## config.mk

```make
export PLATFORM = sky130hd
export DESIGN_NAME = tx_block_framer
export DESIGN_NICKNAME = d
export VERILOG_FILES = /design/src/rtl/tx_framer_pkg.sv /design/src/rtl/tx_block_framer_sync_fifo_2.sv /design/src/rtl/tx_block_framer.sv
export SDC_FILE = /design/constraint.sdc
export NUM_CORES = 1
export LEC_CHECK = 0
export ABC_AREA = 1
export CAP_MARGIN = 15
export CELL_PAD_IN_SITES_DETAIL_PLACEMENT = 2
export CELL_PAD_IN_SITES_GLOBAL_PLACEMENT = 2
export CORE_MARGIN = 2
export CORE_UTILIZATION = 36
export DETAILED_ROUTE_END_ITERATION = 12
export HOLD_SLACK_MARGIN = 0.12
export PLACE_DENSITY_LB_ADDON = 0.1
export REMOVE_ABC_BUFFERS = 1
export SYNTH_ARGS = -nofsm -noshare
export SYNTH_HDL_FRONTEND = slang
export SYNTH_SLANG_ARGS = --single-unit
```

## constraint.sdc

```tcl
create_clock -name clk_i -period 2.8 [get_ports clk_i]
set_input_delay 0.42 -clock clk_i [delete_from_list [all_inputs] [get_ports clk_i]]
set_output_delay 0.42 -clock clk_i [all_outputs]
set_load 0.01 [all_outputs]
```

## src/rtl/tx_framer_pkg.sv

```systemverilog
// Shared types and constants for the TX block framer and its 2-deep block FIFO.
package tx_framer_pkg;

    typedef logic [6:0] seq_t;

    typedef struct packed {
        logic [1:0]  head;
        logic [63:0] data;
    } blk_t;

    localparam logic [1:0]  IDLE_HEAD  = 2'b10;
    localparam logic [63:0] IDLE_BLOCK = 64'h1E00_0000_0000_0000;

    function automatic seq_t seq_next(input seq_t cur, input seq_t last);
        return (cur == last) ? 7'd0 : cur + 7'd1;
    endfunction

endpackage

```

## src/rtl/tx_block_framer_sync_fifo_2.sv

```systemverilog
// Two-entry block FIFO with a registered ready; a write becomes readable on the next edge.
module sync_fifo_2
    import tx_framer_pkg::*;
(
    input  logic clk_i,
    input  logic rst_n_i,
    input  logic wr_valid_i,
    output logic wr_ready_o,
    input  blk_t wr_blk_i,
    input  logic rd_en_i,
    output blk_t rd_blk_o,
    output logic empty_o
);

    blk_t       mem_r [0:1];
    logic [1:0] count_r;
    logic [1:0] count_next_s;
    logic       wr_ptr_r;
    logic       rd_ptr_r;
    logic       push_s;
    logic       pop_s;

    // Handshake qualification and next occupancy from this cycle's push and pop.
    always_comb begin
        push_s       = wr_valid_i & wr_ready_o;
        pop_s        = rd_en_i & (count_r != 2'd0);
        count_next_s = count_r;
        case ({push_s, pop_s})
            2'b10:   count_next_s = count_r + 2'd1;
            2'b01:   count_next_s = count_r - 2'd1;
            default: count_next_s = count_r;
        endcase
    end

    // Storage, pointers, occupancy and registered ready.
    always_ff @(posedge clk_i or negedge rst_n_i) begin
        if (!rst_n_i) begin
            mem_r[0]   <= '0;
            mem_r[1]   <= '0;
            count_r    <= 2'd0;
            wr_ptr_r   <= 1'b0;
            rd_ptr_r   <= 1'b0;
            wr_ready_o <= 1'b0;
        end else begin
            if (push_s) begin
                mem_r[wr_ptr_r] <= wr_blk_i;
                wr_ptr_r        <= ~wr_ptr_r;
            end
            if (pop_s) begin
                rd_ptr_r <= ~rd_ptr_r;
            end
            count_r    <= count_next_s;
            wr_ready_o <= (count_next_s != 2'd2);
        end
    end

    assign rd_blk_o = mem_r[rd_ptr_r];
    assign empty_o  = (count_r == 2'd0);

endmodule

```

## src/rtl/tx_block_framer.sv

```systemverilog
// Serialises 66-bit blocks into 32-bit words with a free-running 0..65 gearbox sequence,
// substituting idle control blocks whenever no block can be taken at a slot start.
module tx_block_framer
    import tx_framer_pkg::*;
#(
    parameter seq_t            P_SEQ_MAX    = 7'd65,
    parameter seq_t            P_PAUSE_SEQ  = 7'd64,
    parameter logic [1:0]      P_IDLE_HEAD  = IDLE_HEAD,
    parameter logic [63:0]     P_IDLE_BLOCK = IDLE_BLOCK,
    parameter int unsigned     P_CNT_WIDTH  = 16
) (
    input  logic                   clk_i,
    input  logic                   rst_n_i,
    input  logic                   enable_i,
    input  logic                   blk_valid_i,
    output logic                   blk_ready_o,
    input  logic [1:0]             blk_head_i,
    input  logic [63:0]            blk_data_i,
    output logic [31:0]            data_o,
    output logic [1:0]             head_o,
    output logic [6:0]             sequence_o,
    output logic                   underflow_o,
    output logic [P_CNT_WIDTH-1:0] idle_cnt_o
);

    seq_t        seq_r;
    logic [31:0] low_half_r;
    blk_t        in_blk_s;
    blk_t        fifo_blk_s;
    blk_t        sel_s;
    logic        fifo_empty_s;
    logic        slot_start_s;
    logic        take_s;
    logic        underflow_s;

    assign in_blk_s = {blk_head_i, blk_data_i};

    sync_fifo_2 u_fifo (
        .clk_i      (clk_i),
        .rst_n_i    (rst_n_i),
        .wr_valid_i (blk_valid_i),
        .wr_ready_o (blk_ready_o),
        .wr_blk_i   (in_blk_s),
        .rd_en_i    (take_s),
        .rd_blk_o   (fifo_blk_s),
        .empty_o    (fifo_empty_s)
    );

    // Slot-start decision: pop a queued block or fall back to an idle block.
    always_comb begin
        slot_start_s = ~seq_r[0] & (seq_r < P_PAUSE_SEQ);
        take_s       = slot_start_s & enable_i & ~fifo_empty_s;
        underflow_s  = slot_start_s & enable_i & fifo_empty_s;
        if (take_s) begin
            sel_s = fifo_blk_s;
        end else begin
            sel_s = '{head: P_IDLE_HEAD, data: P_IDLE_BLOCK};
        end
    end

    // Sequence counter and the cycle-aligned word/header/sequence outputs.
    always_ff @(posedge clk_i or negedge rst_n_i) begin
        if (!rst_n_i) begin
            seq_r       <= 7'd0;
            low_half_r  <= 32'd0;
            sequence_o  <= 7'd0;
            data_o      <= 32'd0;
            head_o      <= 2'b00;
            underflow_o <= 1'b0;
            idle_cnt_o  <= '0;
        end else begin
            seq_r       <= seq_next(seq_r, P_SEQ_MAX);
            sequence_o  <= seq_r;
            underflow_o <= underflow_s;
            if (underflow_s && (idle_cnt_o != '1)) begin
                idle_cnt_o <= idle_cnt_o + {{(P_CNT_WIDTH-1){1'b0}}, 1'b1};
            end
            // Only the lower half needs keeping; the upper half leaves on this edge.
            if (slot_start_s) begin
                low_half_r <= sel_s.data[31:0];
                data_o     <= sel_s.data[63:32];
                head_o     <= sel_s.head;
            end else if (seq_r < P_PAUSE_SEQ) begin
                data_o <= low_half_r;
            end else begin
                data_o <= 32'd0;
            end
        end
    end

endmodule

```

==> out/results.ini <==
[status]
outcome=complete, no violations

[setup_path]
critical_path_class=reg -> reg
critPathLaunchType=flip-flop
crit_fanout=19
required_ps=3230
crit_arrival_ps=2540
crit_path_end_kind=flip-flop

[drt]
vias=8214
wl_per_cell_um=17.32
finalWirelength_um=28400
drt.antenna.violating_nets=0
drt_iter0_markers=295
drc=0
avgViaCountPerCell=5.009
dr.pass1.iters=6

[yosys]
yosysSeqAreaShare_pct=59.14
synth-xor-area-share_pct=0.9731
synth_mux_area_share_pct=0
syn_inst=1162
yosysUniqueCellTypes=29
synthesis.area_sq_mm=0.009901
synth_compound_area_share_pct=11.63
avgSynthCellArea_sq_um=8.520
yosys_register_bits=234
synth_fa_ha_area_share_pct=0.5055
postSynth.asyncResetShare_pct=100.0
synth_edf_count=0
synth_simple_gate_area_share_pct=20.36
synth_top_family_by_area=simple AND/OR/NAND/NOR gates
ys_warn_count=0
ys.flop_type=dfrtp_1

[final_layout]
antennaDiodeCount=0
drive_gt1_share_pct=6.005
syn2layout_area_growth_pct=26.17
mostFrequentLayoutCell=nand2_1
seq_area_sq_mm=0.005858
nets=1352
multi_input_area_sq_mm=0.003328
n_fill_cell=2940
final_cell_mix=nand2_1, dfrtp_1, o21ai_0
post-route-util_pct=46.35

[floorplan]
io_pins=129
die_x_um=169.8
initial_core_util_pct=36.74
fp-row-count=60
die_h_um=169.8
coreArea_sq_mm=0.02695
fp.dieArea_sq_mm=0.02884

[place]
io_buffers=128
dp_hpwl_um=17690
gp_congestion=0.7594

[cts]
clock_latency_ps=550
cts_setup_buffers=0
cts_resized=0
clk_pin_slew_ps=60
holdBufCountCts=1
htreeDepth=1
cts.path.max_buffers=3
numCtsBuffers=28
cts-root-buf=clkbuf_16
cts_sinks=234
cts_tree=yes

[sta]
slew_headroom_pct=42.95
finClkSkew_ps=12.25
slew_violations=0
timing.setup.tns_ps=0
worstMarginPinSlew_ps=855.8
hold_violations=0
setup_viol=0
post-route-period-util_pct=75.22
rsz0062_at_grt=false
min_period_ps=2106
max_freq_mhz=474.8

[power_and_ir_drop]
vdd_ir_drop_max_uv=413.6
power_density_mw_per_mm2=1000
p_comb_share_pct=28.8
p_leak_nw=6.025
power_mw=12.49
clock_power_share_pct=28.0
pwr-share-seq_pct=43.2
power_switching_mw=4.294
swShare_pct=34.38
intPower_mw=8.198

[run]
maxCapViolCount=0

[grt]
grt_pass1_vias=9120
grt_start_max_net_pins=84
antenna_found_initial=0
grt_first_pass_wirelength_um=47530
grt.total_usage_pct=20.50
grt-ovfl-total=0

[min_path]
min_path_type=reg -> reg

## kinds of logic after synthesis
logic type,count (synthesis)
and+or+nand+nor,519
adders and majority gates,4
buffers and inverters,183
AOI/OAI and AO/OA,211
DFF,234
xor gates and xnor gates,11
## through the flow
stage	cell area, sq um	instances	hold slack [ps]	setup slack [ps]
global route	12490	1640	443.5	455.1
floorplan	9624	1100	124.4	-304.2
finish	12490	1640	411.7	693.9
detailed placement	11580	1588	403.7	479.4
CTS	12490	1640	414.7	636.3
global placement	11580	1588	399.0	545.6
## flip-flops by register name, indices dropped and copies added, names as in the netlist
name,flops
data_o,32
u_fifo.count_r,2
idle_cnt_o,16
low_half_r,32
u_fifo.wr_ready_o,1
u_fifo.wr_ptr_r,1
head_o,2
u_fifo.mem_r,132
seq_r,7
sequence_o,7
underflow_o,1
u_fifo.rd_ptr_r,1
## final timing paths
kind	startpoint	endpoint	slack, ps	cells past startpoint
setup / recovery	idle_cnt_o[0]$_DFFE_PN0P_	idle_cnt_o[15]$_DFFE_PN0P_	690	8
hold / removal	seq_r[4]$_DFF_PN0_	sequence_o[4]$_DFF_PN0_	410	0
setup reg to reg	idle_cnt_o[0]$_DFFE_PN0P_	idle_cnt_o[15]$_DFFE_PN0P_	690	8
hold reg to reg	seq_r[4]$_DFF_PN0_	sequence_o[4]$_DFF_PN0_	410	0
max in group asynchronous	rst_n_i	low_half_r[21]$_DFFE_PN0N_	1530	3
min in group asynchronous	rst_n_i	u_fifo.mem_r[16]$_DFFE_PN0P_	450	2
## critical path, stage by stage, from the launching register on
cell	delay, ps
dfrtp_1	480
ha_1	310
nand3_2	130
clkinv_1	90
nand2_2	80
o21ai_4	480
inv_2	250
nand2_1	130
nand2_1	50
## power groups by stage
| stage | Clock [mW] | Sequential [mW] | Combinational [mW] |
|---|---|---|---|
| after floorplan | 0 | 5.42 | 1.96 |
| after global placement | 0 | 5.37 | 3.43 |
| after detailed placement | 0 | 5.44 | 3.63 |
| after CTS | 3.59 | 5.41 | 3.71 |
| after global routing | 3.71 | 5.56 | 4.17 |
| final | 3.49 | 5.40 | 3.60 |
## cell usage after synthesis (4+ instances only)
cell	number	area share, %
buf_2	23	1.2
nand4_1	6	0.38
dfrtp_1	234	59
nor2_1	26	0.99
xnor2_1	8	0.71
clkbuf_1	30	1.1
nand3_1	10	0.51
o31ai_1	33	2.5
nand2_1	464	18
o21ai_1	10	0.51
inv_1	116	4.4
buf_1	7	0.27
ha_1	4	0.51
nor3_1	5	0.25
o21ai_0	165	8.3
## area by class of cell
cell class	count	share of cell area, %
timing repair buffer	148	12.22
tap	341	3.415
multi-input combinational	745	26.64
inverter	121	3.646
sequential	234	46.89
clock inverter	5	0.3105
clock buffer	46	6.871
## metal layers
layer	global-route usage [%]	wire length, um
met5	0	0
met3	2.698	947
met1	26.68	12930
met2	36.59	14080
met4	4.459	439
(Power assumes the default switching activity.)
==> variant 1: new RTL, config.mk and constraints unchanged <==
Change the parameter `P_SEQ_MAX` from 7'd65 to 7'd48.
--- a/src/rtl/tx_block_framer.sv
+++ b/src/rtl/tx_block_framer.sv
@@ -4,5 +4,5 @@
     import tx_framer_pkg::*;
 #(
-    parameter seq_t            P_SEQ_MAX    = 7'd65,
+    parameter seq_t            P_SEQ_MAX    = 7'd48,
     parameter seq_t            P_PAUSE_SEQ  = 7'd64,
     parameter logic [1:0]      P_IDLE_HEAD  = IDLE_HEAD,
Formal check against the unedited RTL: same outputs for any inputs over 4 cycles, from zero or initial values and one cycle with rst_n_i low; that may be too few to reach the edited logic, so the function may still have changed.
==> variant 1 against the unedited design <==
Non-clock buffer count fell by 2. Register-to-register slack improved by 110 ps. Cell count rose by 1.9%. Synthesized cell count rose by 0.26%. Wire length rose by 0.30%. Count of clock-buffer cells in the layout fell by 8. Area after synthesis rose by 1.0%. Worst setup slack improved by 84 ps. Sequential cell count did not move. Sequential power rose by 1%. Final area fell by 0.28%. Clock skew rose by 5.1 ps. Total power rose by 2.0%. Highest routed layer unchanged.
==> variant 1: results (changes against the unedited design) <==
[metrics] cts bufs inserted: 27 (was 28)
[metrics] setup bufs post-CTS: 0 (unchanged)
[metrics] maximum fanout along the worst path: 7 (was 19)
[metrics] first drt pass iteration count: 5 (was 6)
[metrics] worst reg2reg path startpoint: seq_r[0] (was idle_cnt_o[0])
[metrics] Detailed Route Iter0 Violations: 387 (was 295)
[metrics] post-route clock skew: 17.3 ps (was 12.2 ps)
[metrics] routed length on met3: 869 um (was 947 um)
[metrics] endpoint of the lowest-slack register-to-register path: u_fifo.wr_ready_o (was idle_cnt_o[15])
[metrics] number of global-route vias before repair: 9,190 (was 9,120)
[metrics] final weighted congestion in routability-driven placement: 0.748 (was 0.759)
[metrics] detailed placer's ending HPWL: 17,700 um (about the same)
[metrics] leakage power total: 6.01 nW (was 6.03 nW)
[metrics] result of the run: finished clean (unchanged)
[metrics] wire length of the first global-routing pass: 47,700 um (was 47,500 um)
[metrics] Avg Vias per Cell: 4.88 (was 5.01)
[metrics] class of the most critical hold timing path: input port to asynchronous set/reset pin (was flip-flop to flip-flop)
[metrics] share of cells above drive strength 1: 0.0565 (was 0.0600)
[metrics] number of nets in the layout: 1,352 (unchanged)
[metrics] top cells by count, synth: sky130_fd_sc_hd__nand2_1, sky130_fd_sc_hd__dfrtp_1, sky130_fd_sc_hd__o21ai_0, sky130_fd_sc_hd__inv_1, sky130_fd_sc_hd__clkbuf_1 (was sky130_fd_sc_hd__nand2_1, sky130_fd_sc_hd__dfrtp_1, sky130_fd_sc_hd__o21ai_0, sky130_fd_sc_hd__inv_1, sky130_fd_sc_hd__o31ai_1)
[metrics] DRT met1 WL: 12,800 um (was 12,900 um)
[metrics] delay-heaviest family, CP: buffers and inverters (was flip-flops)
[metrics] master of the slowest instance on the critical path: sky130_fd_sc_hd__clkdlybuf4s50_1 (was sky130_fd_sc_hd__dfrtp_1)
[metrics] Slew HR: 0.438 (was 0.429)
[metrics] routed wire length: 28,500 um (was 28,400 um)
[metrics] post-synthesis cell type count: 27 (was 29)
[metrics] pre-CTS WS: 498 ps (was 479 ps)
[metrics] largest net degree at the start of global routing: 66 (was 84)
[metrics] filler instances: 3,023 (was 2,940)
[metrics] dominant cells by area after synthesis: sky130_fd_sc_hd__dfrtp_1, sky130_fd_sc_hd__nand2_1, sky130_fd_sc_hd__o21ai_0 (unchanged)
[metrics] worst reg2reg setup slack: 800 ps (was 690 ps)
[metrics] worst r2r path cells: 10 (was 8)
[metrics] maximum VDD drop: 0.000509 V (was 0.000414 V)
[metrics] Data arrival, critical path: 1600 ps (was 2540 ps)
[metrics] Tot GR Track Use: 0.205 (about the same)
[variant 1: changes by cell type in the layout (fill, tap and decap cells not counted), sizes merged, moves of 3 or more]
cell / change
clkbuf: -8
inv: +10
nand2: -8
nor3: -3
o21ai: +5
xnor2: -5
xor2: +6
[variant 1: report_power, final]
| part | leakage [nW] | internal [mW] | switching [mW] |
|---|---|---|---|
| Sequential | 2.99 | 4.70 | 0.765 |
| Combinational | 2.62 | 1.59 | 2.43 |
| Clock | 0.400 | 1.88 | 1.38 |
| Total | 6.01 | 8.17 | 4.57 |
[variant 1: area by class of cell]
cell class                      instances  share of cell area
Multi-Input combinational cell        741               0.268
Clock buffer                           38              0.0616
Sequential cell                       234               0.470
Tap cell                              378              0.0380
Clock inverter                          6             0.00271
Inverter                              128              0.0386
Timing Repair Buffer                  146               0.121
[variant 1: per-layer routing]
layer,up-vias,GRT usage
met2,125,0.366
met4,0,0.0420
met5,-,0
li1,3854,-
met1,4144,0.266
met3,38,0.0264
[variant 1: how the worst max path moves through the flow]
stage	startpoint	endpoint	slack (ps)	depth (start not counted)
after global placement	blk_valid_i	u_fifo.mem_r[77]	620	5
after floorplan	seq_r[6]	u_fifo.wr_ready_o	-470	10
after global routing	seq_r[0]	u_fifo.wr_ready_o	610	10
after CTS	idle_cnt_o[0]	idle_cnt_o[0]	730	1
final	idle_cnt_o[0]	idle_cnt_o[0]	780	1
after detailed placement	enable_i	u_fifo.wr_ready_o	500	10
[variant 1: cell families after synthesis]
kind of cell    share of synthesized area
simple gates                        0.199
flops                               0.586
compound gates                      0.117
buf+inv                            0.0827
xor+xnor                           0.0105
fa+ha+maj                         0.00500
[variant 1: through the flow]
step	cells	instance area (um2)	hold WS (ps)	TNS, ps
detailed placement	1626	11600	401	0
floorplan	1103	9650	124	-21280
CTS	1671	12500	428	0
global route	1671	12500	448	0
global placement	1626	11600	399	0
finish	1671	12500	422	0
==> variant 2: new RTL, same flow settings <==
Without the edit above. Make the reset (`rst_n_i`) synchronous in 2 clocked blocks.
--- a/src/rtl/tx_block_framer_sync_fifo_2.sv
+++ b/src/rtl/tx_block_framer_sync_fifo_2.sv
@@ -34,5 +34,5 @@
 
     // Storage, pointers, occupancy and registered ready.
-    always_ff @(posedge clk_i or negedge rst_n_i) begin
+    always_ff @(posedge clk_i) begin
         if (!rst_n_i) begin
             mem_r[0]   <= '0;
--- a/src/rtl/tx_block_framer.sv
+++ b/src/rtl/tx_block_framer.sv
@@ -60,5 +60,5 @@
 
     // Sequence counter and the cycle-aligned word/header/sequence outputs.
-    always_ff @(posedge clk_i or negedge rst_n_i) begin
+    always_ff @(posedge clk_i) begin
         if (!rst_n_i) begin
             seq_r       <= 7'd0;
Function: differs if rst_n_i is asserted again (counterexample within 4 cycles, from zero or initial values and one cycle with rst_n_i low); with rst_n_i held inactive, the same outputs for 4 cycles.
==> variant 2 against the unedited design <==
Sequential cell count rose by 1. Synthesized cell count fell by 19%. Worst setup slack improved by 110 ps. Wire length fell by 12%. Register-to-register slack improved by 170 ps. Count of clock-buffer cells in the layout fell by 4. Critical path depth fell by 7. Area after synthesis fell by 6.0%. Global-route usage fell by 1.7 points. Final area fell by 5.7%. Largest cell class unchanged.
Power is not compared: it rests on default switching activity, and its combinational part moved more than twofold at a synthesized area within 25%.
==> variant 2: results (changes against the unedited design) <==
[metrics] complex-gate fraction of the synthesized area: 0.0558 (was 0.116)
[metrics] async set-reset flop share out of synthesis: 0 (was 1.00)
[metrics] DR WL met2: 13,200 um (was 14,100 um)
[metrics] first drt pass iteration count: 4 (was 6)
[metrics] Avg Vias per Cell: 4.90 (was 5.01)
[metrics] Data arrival, critical path: 1580 ps (was 2540 ps)
[metrics] dominant cells by area after synthesis: sky130_fd_sc_hd__edfxtp_1, sky130_fd_sc_hd__dfxtp_1, sky130_fd_sc_hd__nand2_1 (was sky130_fd_sc_hd__dfrtp_1, sky130_fd_sc_hd__nand2_1, sky130_fd_sc_hd__o21ai_0)
[metrics] detailed placer's ending HPWL: 15,600 um (was 17,700 um)
[metrics] result of the run: finished clean (unchanged)
[metrics] min-delay src: u_fifo.rd_ptr_r (was seq_r[4])
[metrics] final weighted congestion in routability-driven placement: 0.710 (was 0.759)
[metrics] Avg WL per Cell: 17.6 um (was 17.3 um)
[metrics] cts bufs inserted: 27 (was 28)
[metrics] maximum fanout along the worst path: 7 (was 19)
[metrics] antenna violations before repair: 1 (was 0)
[metrics] wire length of the first global-routing pass: 39,600 um (was 47,500 um)
[metrics] Tot GR Track Use: 0.188 (was 0.205)
[metrics] Crit. Startpoint: idle_cnt_o[13] (was idle_cnt_o[0])
[metrics] Cells after DPL: 1,368 (was 1,588)
[metrics] master of the slowest instance on the critical path: sky130_fd_sc_hd__clkdlybuf4s50_1 (was sky130_fd_sc_hd__dfrtp_1)
[metrics] Max stage delay on crit path: 590 ps (was 480 ps)
[metrics] number of flops mapped to enable cells by yosys: 132 (was 0)
[metrics] post-synthesis cell type count: 31 (was 29)
[metrics] xor/xnor cell area share of the yosys netlist: 0.00659 (was 0.00973)
[metrics] routed wire length: 25,000 um (was 28,400 um)
[metrics] post-route clock skew: 15.0 ps (was 12.2 ps)
[metrics] filler instances: 2,662 (was 2,940)
[metrics] top cells by count, synth: sky130_fd_sc_hd__nand2_1, sky130_fd_sc_hd__nor2_1, sky130_fd_sc_hd__edfxtp_1, sky130_fd_sc_hd__dfxtp_1, sky130_fd_sc_hd__inv_1 (was sky130_fd_sc_hd__nand2_1, sky130_fd_sc_hd__dfrtp_1, sky130_fd_sc_hd__o21ai_0, sky130_fd_sc_hd__inv_1, sky130_fd_sc_hd__o31ai_1)
[metrics] register area share after synthesis: 0.648 (was 0.591)
[metrics] Most used DFF post-synth: sky130_fd_sc_hd__edfxtp_1 (was sky130_fd_sc_hd__dfrtp_1)
[metrics] delay-heaviest family, CP: buffers and inverters (was flip-flops)
[metrics] total of buffers placed on input and output ports: 128 (unchanged)
[metrics] adder-cell share of the synthesized area: 0.00538 (was 0.00505)
[metrics] met2 routing resource usage after global routing: 0.360 (was 0.366)
[metrics] worst reg2reg path startpoint: seq_r[6] (was idle_cnt_o[0])
[metrics] Slew HR: 0.440 (was 0.429)
[metrics] number of nets in the layout: 1,141 (was 1,352)
[metrics] later-pin clock latency in the skew report: 530 ps (was 550 ps)
## variant 2: cell type report
type                            instances  area, um2  area share
Tap cell                              330        413      0.0351
Clock buffer                           42        762      0.0647
Clock inverter                          8       38.8     0.00329
Inverter                               92        345      0.0293
Timing Repair Buffer                  145       1460       0.124
Sequential cell                       235       6030       0.512
Multi-Input combinational cell        566       2730       0.232
## variant 2: metrics by stage
stage                     hold slack (ps)  setup WS, ps  instance area (um2)  setup TNS, ps  power [mW]
after detailed placement              442           416                11000              0        4.95
after floorplan                       425         -1530                 9080        -192510        4.51
final                                 462           802                11800              0        8.05
after global routing                  493           701                11800              0        8.40
after CTS                             458           774                11800              0        8.16
after global placement                435           447                11000              0        4.91
## variant 2: path summary, 6_finish.rpt
path,endpoint,slack (ps),depth (start not counted)
min,flip-flop,460,1
max,idle_cnt_o[13],800,1
max reg2reg,u_fifo.count_r[1],860,9
min reg2reg,flip-flop,460,1
